**src/rtl/glitc_i2c_pkg.sv**
```systemverilog
// Shared types and constants for the GLITC I2C target.
package glitc_i2c_pkg;

    typedef enum logic [3:0] {
        IDLE,
        ADDR,
        ADDR_ACK,
        PTR,
        PTR_ACK,
        WDATA,
        WDATA_ACK,
        RDATA,
        RACK,
        WAIT_STOP
    } i2c_state_t;

    localparam logic I2C_ACK  = 1'b0;
    localparam logic I2C_NACK = 1'b1;

    function automatic int unsigned clog2(input int unsigned value);
        int unsigned w;
        w = 0;
        while ((64'd1 << w) < 64'(value)) w++;
        return w;
    endfunction

endpackage

```
**src/rtl/glitc_i2c_line_filter.sv**
```systemverilog
// Two-flop synchronizer plus run-length glitch filter with edge strobes.
module glitc_i2c_line_filter
    import glitc_i2c_pkg::*;
#(
    parameter int unsigned FILTER_LEN = 3
) (
    input  logic user_clk_i,
    input  logic user_rst_i,
    input  logic line_i,
    output logic level_o,
    output logic rise_o,
    output logic fall_o
);

    localparam int unsigned CW = (clog2(FILTER_LEN) > 0) ? clog2(FILTER_LEN) : 1;

    logic [1:0]    sync_q;
    logic [CW-1:0] cnt_q;
    logic          differ;
    logic          flip;

    always_comb begin
        differ = (sync_q[1] != level_o);
        flip   = differ && (cnt_q == CW'(FILTER_LEN - 1));
    end

    // Strobes are registered alongside the level so both are seen in the same cycle.
    always_ff @(posedge user_clk_i or posedge user_rst_i) begin
        if (user_rst_i) begin
            sync_q  <= '1;
            cnt_q   <= '0;
            level_o <= 1'b1;
            rise_o  <= 1'b0;
            fall_o  <= 1'b0;
        end else begin
            sync_q <= {sync_q[0], line_i};
            rise_o <= flip && sync_q[1];
            fall_o <= flip && !sync_q[1];
            if (flip) begin
                level_o <= sync_q[1];
                cnt_q   <= '0;
            end else if (differ) begin
                cnt_q <= cnt_q + CW'(1);
            end else begin
                cnt_q <= '0;
            end
        end
    end

endmodule

```
**src/rtl/glitc_i2c_target.sv**
```systemverilog
// I2C target exposing a byte register file with pointer/auto-increment access.
module glitc_i2c_target
    import glitc_i2c_pkg::*;
#(
    parameter logic [6:0]  I2C_ADDR   = 7'h60,
    parameter int unsigned NUM_REGS   = 16,
    parameter int unsigned FILTER_LEN = 3
) (
    input  logic                    user_clk_i,
    input  logic                    user_rst_i,
    input  logic                    scl_i,
    input  logic                    sda_i,
    output logic                    sda_o,
    output logic                    sda_oen_o,
    output logic [8*NUM_REGS-1:0]   reg_dat_o,
    output logic                    reg_wr_o,
    output logic [7:0]              reg_wr_addr_o,
    output logic                    busy_o
);

    localparam int unsigned PW = clog2(NUM_REGS);

    logic scl_lvl, scl_rise_raw, scl_fall_raw;
    logic sda_lvl, sda_rise, sda_fall;
    logic start_ev, stop_ev, scl_rise, scl_fall;

    i2c_state_t    state_q, state_d;
    logic [7:0]    shift_q, shift_d;
    logic [2:0]    bit_cnt_q, bit_cnt_d;
    logic          byte_full_q, byte_full_d;
    logic [PW-1:0] ptr_q, ptr_d;
    logic          oen_q, oen_d;
    logic          busy_q, busy_d;
    logic          wr_en;
    logic [7:0]    rd_byte;
    logic [7:0]    regs_q [NUM_REGS];

    glitc_i2c_line_filter #(.FILTER_LEN(FILTER_LEN)) u_scl_filter (
        .user_clk_i (user_clk_i),
        .user_rst_i (user_rst_i),
        .line_i     (scl_i),
        .level_o    (scl_lvl),
        .rise_o     (scl_rise_raw),
        .fall_o     (scl_fall_raw)
    );

    glitc_i2c_line_filter #(.FILTER_LEN(FILTER_LEN)) u_sda_filter (
        .user_clk_i (user_clk_i),
        .user_rst_i (user_rst_i),
        .line_i     (sda_i),
        .level_o    (sda_lvl),
        .rise_o     (sda_rise),
        .fall_o     (sda_fall)
    );

    always_comb begin
        start_ev = sda_fall && scl_lvl;
        stop_ev  = sda_rise && scl_lvl;
        scl_rise = scl_rise_raw && !start_ev && !stop_ev;
        scl_fall = scl_fall_raw && !start_ev && !stop_ev;
        rd_byte  = regs_q[ptr_q];
    end

    always_comb begin
        state_d     = state_q;
        shift_d     = shift_q;
        bit_cnt_d   = bit_cnt_q;
        byte_full_d = byte_full_q;
        ptr_d       = ptr_q;
        oen_d       = oen_q;
        busy_d      = busy_q;
        wr_en       = 1'b0;

        if (stop_ev) begin
            state_d = IDLE;
            oen_d   = 1'b1;
            busy_d  = 1'b0;
        end else if (start_ev) begin
            state_d     = ADDR;
            oen_d       = 1'b1;
            bit_cnt_d   = '0;
            byte_full_d = 1'b0;
        end else begin
            // Receive states and RDATA share the bit counter; byte_full marks the 8th rise.
            if (scl_rise && (state_q inside {ADDR, PTR, WDATA, RDATA})) begin
                if (state_q != RDATA) shift_d = {shift_q[6:0], sda_lvl};
                bit_cnt_d = bit_cnt_q + 3'd1;
                if (bit_cnt_q == 3'd7) byte_full_d = 1'b1;
            end

            case (state_q)
                ADDR: begin
                    if (scl_fall && byte_full_q) begin
                        byte_full_d = 1'b0;
                        if (shift_q[7:1] == I2C_ADDR && shift_q[7:1] != 7'd0) begin
                            state_d = ADDR_ACK;
                            oen_d   = I2C_ACK;
                            busy_d  = 1'b1;
                        end else begin
                            state_d = WAIT_STOP;
                        end
                    end
                end
                ADDR_ACK: begin
                    if (scl_fall) begin
                        bit_cnt_d   = '0;
                        byte_full_d = 1'b0;
                        if (shift_q[0]) begin
                            state_d = RDATA;
                            shift_d = rd_byte;
                            oen_d   = rd_byte[7];
                        end else begin
                            state_d = PTR;
                            oen_d   = 1'b1;
                        end
                    end
                end
                PTR: begin
                    if (scl_fall && byte_full_q) begin
                        byte_full_d = 1'b0;
                        ptr_d       = shift_q[PW-1:0];
                        oen_d       = I2C_ACK;
                        state_d     = PTR_ACK;
                    end
                end
                WDATA: begin
                    if (scl_fall && byte_full_q) begin
                        byte_full_d = 1'b0;
                        wr_en       = 1'b1;
                        ptr_d       = ptr_q + PW'(1);
                        oen_d       = I2C_ACK;
                        state_d     = WDATA_ACK;
                    end
                end
                PTR_ACK, WDATA_ACK: begin
                    if (scl_fall) begin
                        oen_d   = 1'b1;
                        state_d = WDATA;
                    end
                end
                RDATA: begin
                    if (scl_fall) begin
                        if (byte_full_q) begin
                            byte_full_d = 1'b0;
                            oen_d       = 1'b1;
                            state_d     = RACK;
                        end else begin
                            shift_d = {shift_q[6:0], 1'b0};
                            oen_d   = shift_q[6];
                        end
                    end
                end
                RACK: begin
                    // byte_full here records that the controller ACKed the byte.
                    if (scl_rise) begin
                        if (sda_lvl == I2C_NACK) begin
                            state_d = WAIT_STOP;
                        end else begin
                            byte_full_d = 1'b1;
                            ptr_d       = ptr_q + PW'(1);
                        end
                    end else if (scl_fall && byte_full_q) begin
                        byte_full_d = 1'b0;
                        bit_cnt_d   = '0;
                        shift_d     = rd_byte;
                        oen_d       = rd_byte[7];
                        state_d     = RDATA;
                    end
                end
                default: ;
            endcase
        end
    end

    always_ff @(posedge user_clk_i or posedge user_rst_i) begin
        if (user_rst_i) begin
            state_q       <= IDLE;
            shift_q       <= '0;
            bit_cnt_q     <= '0;
            byte_full_q   <= 1'b0;
            ptr_q         <= '0;
            oen_q         <= 1'b1;
            busy_q        <= 1'b0;
            reg_wr_o      <= 1'b0;
            reg_wr_addr_o <= '0;
            regs_q        <= '{default: '0};
        end else begin
            state_q     <= state_d;
            shift_q     <= shift_d;
            bit_cnt_q   <= bit_cnt_d;
            byte_full_q <= byte_full_d;
            ptr_q       <= ptr_d;
            oen_q       <= oen_d;
            busy_q      <= busy_d;
            reg_wr_o    <= wr_en;
            if (wr_en) begin
                regs_q[ptr_q] <= shift_q;
                reg_wr_addr_o <= 8'(ptr_q);
            end
        end
    end

    always_comb begin
        for (int unsigned k = 0; k < NUM_REGS; k++) reg_dat_o[8*k +: 8] = regs_q[k];
    end

    assign sda_o     = 1'b0;
    assign sda_oen_o = oen_q;
    assign busy_o    = busy_q;

endmodule

```
**config.mk**
```make
export PLATFORM = sky130hd
export DESIGN_NAME = glitc_i2c_target
export DESIGN_NICKNAME = d
export VERILOG_FILES = /design/src/rtl/glitc_i2c_pkg.sv /design/src/rtl/glitc_i2c_line_filter.sv /design/src/rtl/glitc_i2c_target.sv
export SDC_FILE = /design/constraint.sdc
export NUM_CORES = 1
export LEC_CHECK = 0
export CORE_UTILIZATION = 53
export DETAILED_ROUTE_END_ITERATION = 10
export PLACE_DENSITY = 0.8
export SKIP_CTS_REPAIR_TIMING = 1
export SYNTH_ARGS = -nofsm -noshare
export SYNTH_HDL_FRONTEND = slang
export SYNTH_SLANG_ARGS = --single-unit
```
**constraint.sdc**
```tcl
create_clock -name user_clk_i -period 7.09 [get_ports user_clk_i]
set_input_delay 0.709 -clock user_clk_i [delete_from_list [all_inputs] [get_ports user_clk_i]]
set_output_delay 0.709 -clock user_clk_i [all_outputs]
set_load 0.01 [all_outputs]
```
# [Yosys cells after proc, flatten, opt, wreduce, memory -nomap -nowiden]
# Index checks and enable logic that the tools add are counted.
[totals] memories=0 reg_bits=169 inputBits=4 romBits=0 word_cells=190 ramBits=0 latchBits=0
[classes] multipliers=0 mux=77 n_div=0 n_reduce_logical=36 n_addsub=4 eq_ne=33 order_cmp=2 bitwise_logic=3 shift=0
[ops] op="128-bit bitwise mux" n=1
[ops] op="8-bit 2-to-1 mux" n=11
[ops] op="4-bit 2-to-1 mux" n=17
[ops] op="8-bit binary-select mux with 4-bit select" n=1
[ops] op="8-bit demux with 4-bit select" n=1
[ops] op="1-bit 2-to-1 mux" n=30
[ops] op="4-bit case mux with 7 select lines" n=1
[ops] op="4-bit != test, second input constant" n=6
[ops] op="8-bit case mux with 3 select lines" n=1
[ops] op="4-bit by 3-bit != test with 1-bit output, second input constant" n=5
[ops] op="3-bit 2-to-1 mux" n=6
[ops] op="4-bit by 3-bit equality test with 1-bit output, second input constant" n=4
[ops] op="1-bit logical AND" n=16
[ops] op="4-bit case mux with 3 select lines" n=1
[ops] op="10-bit AND reduction" n=1
[ops] op="9-bit AND reduction" n=1
[ops] op="9-bit nonzero test" n=1
[ops] op="4-bit by 2-bit equality test with 1-bit output, second input constant" n=2
[ops] op="2-bit 2-to-1 mux" n=4
[ops] op="8-bit nonzero test" n=1
[ops] op="7-bit equality test, second input constant" n=1
[ops] op="7-bit AND reduction" n=1
[ops] op="7-bit nonzero test" n=1
[ops] op="2-bit by 1-bit != test with 1-bit output, second input constant" n=3
[ops] op="27 further kinds" n=38

# [Depth between registers and ports, before layout]
[logic_depth] ltp_word=10 ltp_mapped=8 ltp_nobuf=6

# [By module]
# A second synthesis with hierarchy kept.
[hier_totals] hier_cells=619 hier_area_um2=8285.4
[modules_own_cells] module="glitc_i2c_target" cells_each=583 area_each_um2=7802.5 n_inst=1
[modules_own_cells] module="glitc_i2c_line_filter" cells_each=18 area_each_um2=241.5 n_inst=2

# [Worst setup path before layout]
# No wires, ideal clock.
[synth_path] kind="reg-to-reg" from="register ptr_q[0]" to="register shift_q[4]" t_arrival_ps=2265 required_ps=6964 path_buffers=2 setup_time_ps=126 setup_slack_ps=4699 period_less_slack_ps=2391 stages_incl_launch_ff=7 cell_sequence="dfrtp_1 > buf_2 > buf_2 > mux4_2 > mux4_2 > and3_1 > a221o_1"
[synth_between] elab_chain_cells=7 word_cells_on_any_way=9
[synth_lines] item="start: declaration" line_no="glitc_i2c_target.sv:31" text="logic [PW-1:0] ptr_q, ptr_d;"
[synth_lines] item="start signal: assignment" line_no="glitc_i2c_target.sv:192" text="ptr_q <= ptr_d;"
[synth_lines] item="4-bit inverter with 5-bit output (implied by the code) (*)" line_no="glitc_i2c_target.sv:61" text="rd_byte = regs_q[ptr_q];"
[synth_lines] item="8-bit binary-select mux with 4-bit select (*)" line_no="glitc_i2c_target.sv:61"
[synth_lines] item="8-bit 2-to-1 mux (implied by the code) (*) (2 in a row)" line_no="glitc_i2c_target.sv:61"
[synth_lines] item="8-bit 2-to-1 mux (on tied branches)" line_no="glitc_i2c_target.sv:162, glitc_i2c_target.sv:108"
[synth_lines] item="8-bit 2-to-1 mux (on tied branches)" line_no="glitc_i2c_target.sv:155, glitc_i2c_target.sv:105"
[synth_lines] item="8-bit case mux with 3 select lines (*)" line_no="glitc_i2c_target.sv:91" text="case (state_q)"
[synth_lines] item="end signal: assignment" line_no="glitc_i2c_target.sv:189" text="shift_q <= shift_d;"
[synth_lines] item="end: declaration" line_no="glitc_i2c_target.sv:28" text="logic [7:0] shift_q, shift_d;"
# Mark *: on every way between the ends. The rest lies on a longest branch, timed or not. The select of a mux whose other input is x is not followed.
# A chain may end at the register's enable or synchronous reset.

# [Worst setup path after layout]
[layout_path] from="register state_q[2]" to="register regs_q (netlist bit reg_dat_o[110])"
[layout_between] elab_chain_cells=4
[layout_lines] item="start: declaration" line_no="glitc_i2c_target.sv:27" text="i2c_state_t state_q, state_d;"
[layout_lines] item="start signal: assignment" line_no="glitc_i2c_target.sv:188" text="state_q <= state_d;"
[layout_lines] item="4-bit by 3-bit equality test with 1-bit output" line_no="glitc_i2c_target.sv:91"
[layout_lines] item="1-bit 2-to-1 mux" line_no="glitc_i2c_target.sv:91"
[layout_lines] item="1-bit 2-to-1 mux" line_no="glitc_i2c_target.sv:78" text="end else if (start_ev) begin"
[layout_lines] item="1-bit 2-to-1 mux" line_no="glitc_i2c_target.sv:74" text="if (stop_ev) begin"
[layout_lines] item="net wr_en" line_no="glitc_i2c_target.sv:34" text="logic wr_en;"
[layout_lines] item="end signal: indexed assignment" line_no="glitc_i2c_target.sv:197" text="regs_q[ptr_q] <= shift_q;"
[layout_lines] item="end: declaration" line_no="glitc_i2c_target.sv:36" text="logic [7:0] regs_q [NUM_REGS];"
# The timed path passes the listed nets, and every way through them passes these cells.

==> flow_metrics.tcl <==
set metrics [dict create \
    status "finished clean" \
    crit_chain "nand3b_1 > nor4_4 > nand2_1 > nor2_2 > mux2_2" \
    num_rows 45 \
    irDropWorstVdd_v 0.000183 \
    final_nets 762 \
    port-buffer-count 138 \
    drtIter0Drc 532 \
    synth_area_leaders "dfrtp_1 (48%), mux2_2 (18%), mux4_2 (9.9%)" \
    finalClockSkew_ps 12.0 \
    areaGrowthSynthToFinish_pct 24.7 \
    track_usage 0.308 \
    gp_congestion 0.877 \
    diodes 0 \
    fill_cells 1112 \
    coreArea_mm2 0.0153 \
    yosysTopAreaCellShare 0.483 \
    cp_slowest_cell "dfrtp_1" \
    setup_viol 0 \
    die_area_mm2 0.0163 \
    wire_per_inst_um 24.4 \
    die_x_um 128 \
    synth_ff_type "dfrtp_1" \
    power_density_mw_per_mm2 249 \
    cp_num_buf_inv 0 \
    synth_cell_type_count 65 \
    drcViolationCount 0 \
    die_h_um 128 \
    cp.arrival_ps 3360 \
    worst_pin_slew_ps 1140 \
    layout-drive-gt1-share 0.316 \
    slew_headroom 0.240 \
    cts_max_level 4 \
    cp_max_fo 20 \
    ant_nets 0 \
    hold_path_class "reg2reg" \
    slew_violations 0 \
    grt_first_pass_wirelength_mm 37.1 \
    cts_tree "yes" \
    critPathKind "reg2reg" \
    pin_count 144 \
    grt_pass1_vias 6284 \
    yosysSeqAreaShare 0.505 \
    numCtsBuffers 17 \
    synth-edff-count 0 \
    maxCapViolCount 0 \
    clk_pin_slew_ps 70 \
    syn_inst 634 \
    hold_viol 0 \
    grt_max_degree 92 \
    dpl.hpwl_mm 16.0 \
    cts_num_sinks 169 \
    ys_ff_latch 169 \
    final_area_mm2 0.0105 \
    synth_top_area_cell "dfrtp_1" \
    post_dp_cell_area_mm2 0.00987 \
    cp-start-kind "flip-flop" \
    rsz0062_at_grt "no" \
    critPathCaptureType "flip-flop" \
    p_leak_nw 4.52 \
    async_flop_share 1.00 \
    wl_mm 23.7 \
    setup-tns-final_ps 0 \
    syn_area_per_cell_um2 13.2 \
    insertion_delay_ps 440 \
    slowest_delay_ps 750 \
    dr_total_vias 6096 \
    worstPathRequired_ps 7410 \
    overflow 0 \
    path_delay_family "simple AND/OR/NAND/NOR gates" \
    drt_first_pass_iters 4 \
    timing.final.crit_share 0.430 \
    antenna_found_initial 0 \
    cts-root-buf "clkbuf_16" \
    synth_warnings 0 \
    cts_buffer_depth 2 \
    syn_area_mm2 0.00839 \
    period_minus_slack_ps 3050 \
    start_util 0.548 \
    vias_per_cell 6.26 \
    fmax_mhz 328 \
]
## cells in the mapped netlist (all sizes together) (3+ instances only)
library cell    n
a32o            3
ha              8
o2bb2ai         4
nor3            7
nand2b          7
o22ai           4
nor2b           7
o31ai           3
nand2          22
nor2           44
clkbuf         31
mux2i           5
dfstp           7
a21oi          16
o21a            3
buf            18
mux2          136
o21ai          17
a221oi          3
nand3           9
a221o           4
o211ai          6
a31oi           6
xnor2           3
inv            12
nor4b           3
and2            4
mux4           37
and3            5
dfrtp         162
## layer usage
metal	share of wire	track usage
met1	0.41	0.414
met2	0.49	0.496
met3	0.070	0.0639
met4	0.028	0.118
met5	0	0
## cells by family after synthesis
group | share of synthesized area
xor gates and xnor gates | 0.00522
buffers and inverters | 0.0310
AOI/OAI and AO/OA | 0.0724
muxes | 0.288
other | 0.000447
adders and majority gates | 0.0119
DFF | 0.505
and+or+nand+nor | 0.0858
## report_power, final
part | total [mW] | leakage, nW | internal, mW | switching [mW]
combinational | 0.478 | 1.92 | 0.205 | 0.274
clock | 0.927 | 0.285 | 0.514 | 0.413
sequential | 1.20 | 2.32 | 1.02 | 0.181
total | 2.61 | 4.52 | 1.74 | 0.868
## placed cells by master, fill, tap and decap left out, types with 5 or more instances in the layout
cell type	instances
clkbuf_16	17
nor2b_1	7
mux2i_1	5
a31oi_1	6
mux4_2	37
nor2_1	32
nand2b_1	7
nor2_2	12
dfrtp_1	161
o211ai_1	6
nand2_1	21
ha_1	8
inv_1	11
and3_1	5
a21oi_1	16
nand3_1	9
inv_6	5
dfstp_2	7
mux2_2	136
clkdlybuf4s50_1	138
conb_1	5
o21ai_0	16
## layout make-up
type	count	area [um^2]	area share
Inverter	12	50.0	0.00479
Multi-Input combinational cell	408	3900	0.373
Sequential cell	169	4240	0.405
Tap cell	211	264	0.0252
Timing Repair Buffer	142	1410	0.135
Clock buffer	20	457	0.0437
Clock inverter	12	133	0.0127
## flip-flops by register name, indices dropped and copies added (netlist names), 2 cells and up
| name | count |
|---|---|
| ptr_q | 4 |
| state_q | 4 |
| shift_q | 8 |
| u_sda_filter.cnt_q | 2 |
| u_scl_filter.sync_q | 2 |
| reg_wr_addr_o | 4 |
| bit_cnt_q | 3 |
| u_scl_filter.cnt_q | 2 |
| reg_dat_o | 128 |
| u_sda_filter.sync_q | 2 |
## final timing paths
check | from | slack [ps] | cells after the start | to
hold reg to reg | u_scl_filter.sync_q[0]$_DFF_PP1_ | 360 | 0 | u_scl_filter.sync_q[1]$_DFF_PP1_
setup reg to reg | state_q[2]$_DFFE_PP0P_ | 4040 | 5 | reg_dat_o[110]$_DFFE_PP0P_
setup / recovery | state_q[2]$_DFFE_PP0P_ | 4040 | 5 | reg_dat_o[110]$_DFFE_PP0P_
max in group asynchronous | user_rst_i | 4770 | 3 | reg_dat_o[107]$_DFFE_PP0P_
hold / removal | u_scl_filter.sync_q[0]$_DFF_PP1_ | 360 | 0 | u_scl_filter.sync_q[1]$_DFF_PP1_
min in group asynchronous | user_rst_i | 820 | 2 | state_q[2]$_DFFE_PP0P_
## through the flow
| stage | power (mW) | hold WS, ps | utilization | cells | worst slack [ps] |
|---|---|---|---|---|---|
| global placement | 1.68 | 348 | 0.644 | 942 | 4220 |
| detailed placement | 1.69 | 349 | 0.644 | 942 | 4180 |
| CTS | 2.61 | 358 | 0.683 | 974 | 4130 |
| finish | 2.61 | 356 | 0.683 | 974 | 4040 |
| global route | 2.72 | 361 | 0.683 | 974 | 3850 |
| floorplan | 1.55 | 345 | - | 638 | 1820 |
Note: power is estimated with default switching activity, not from simulation.
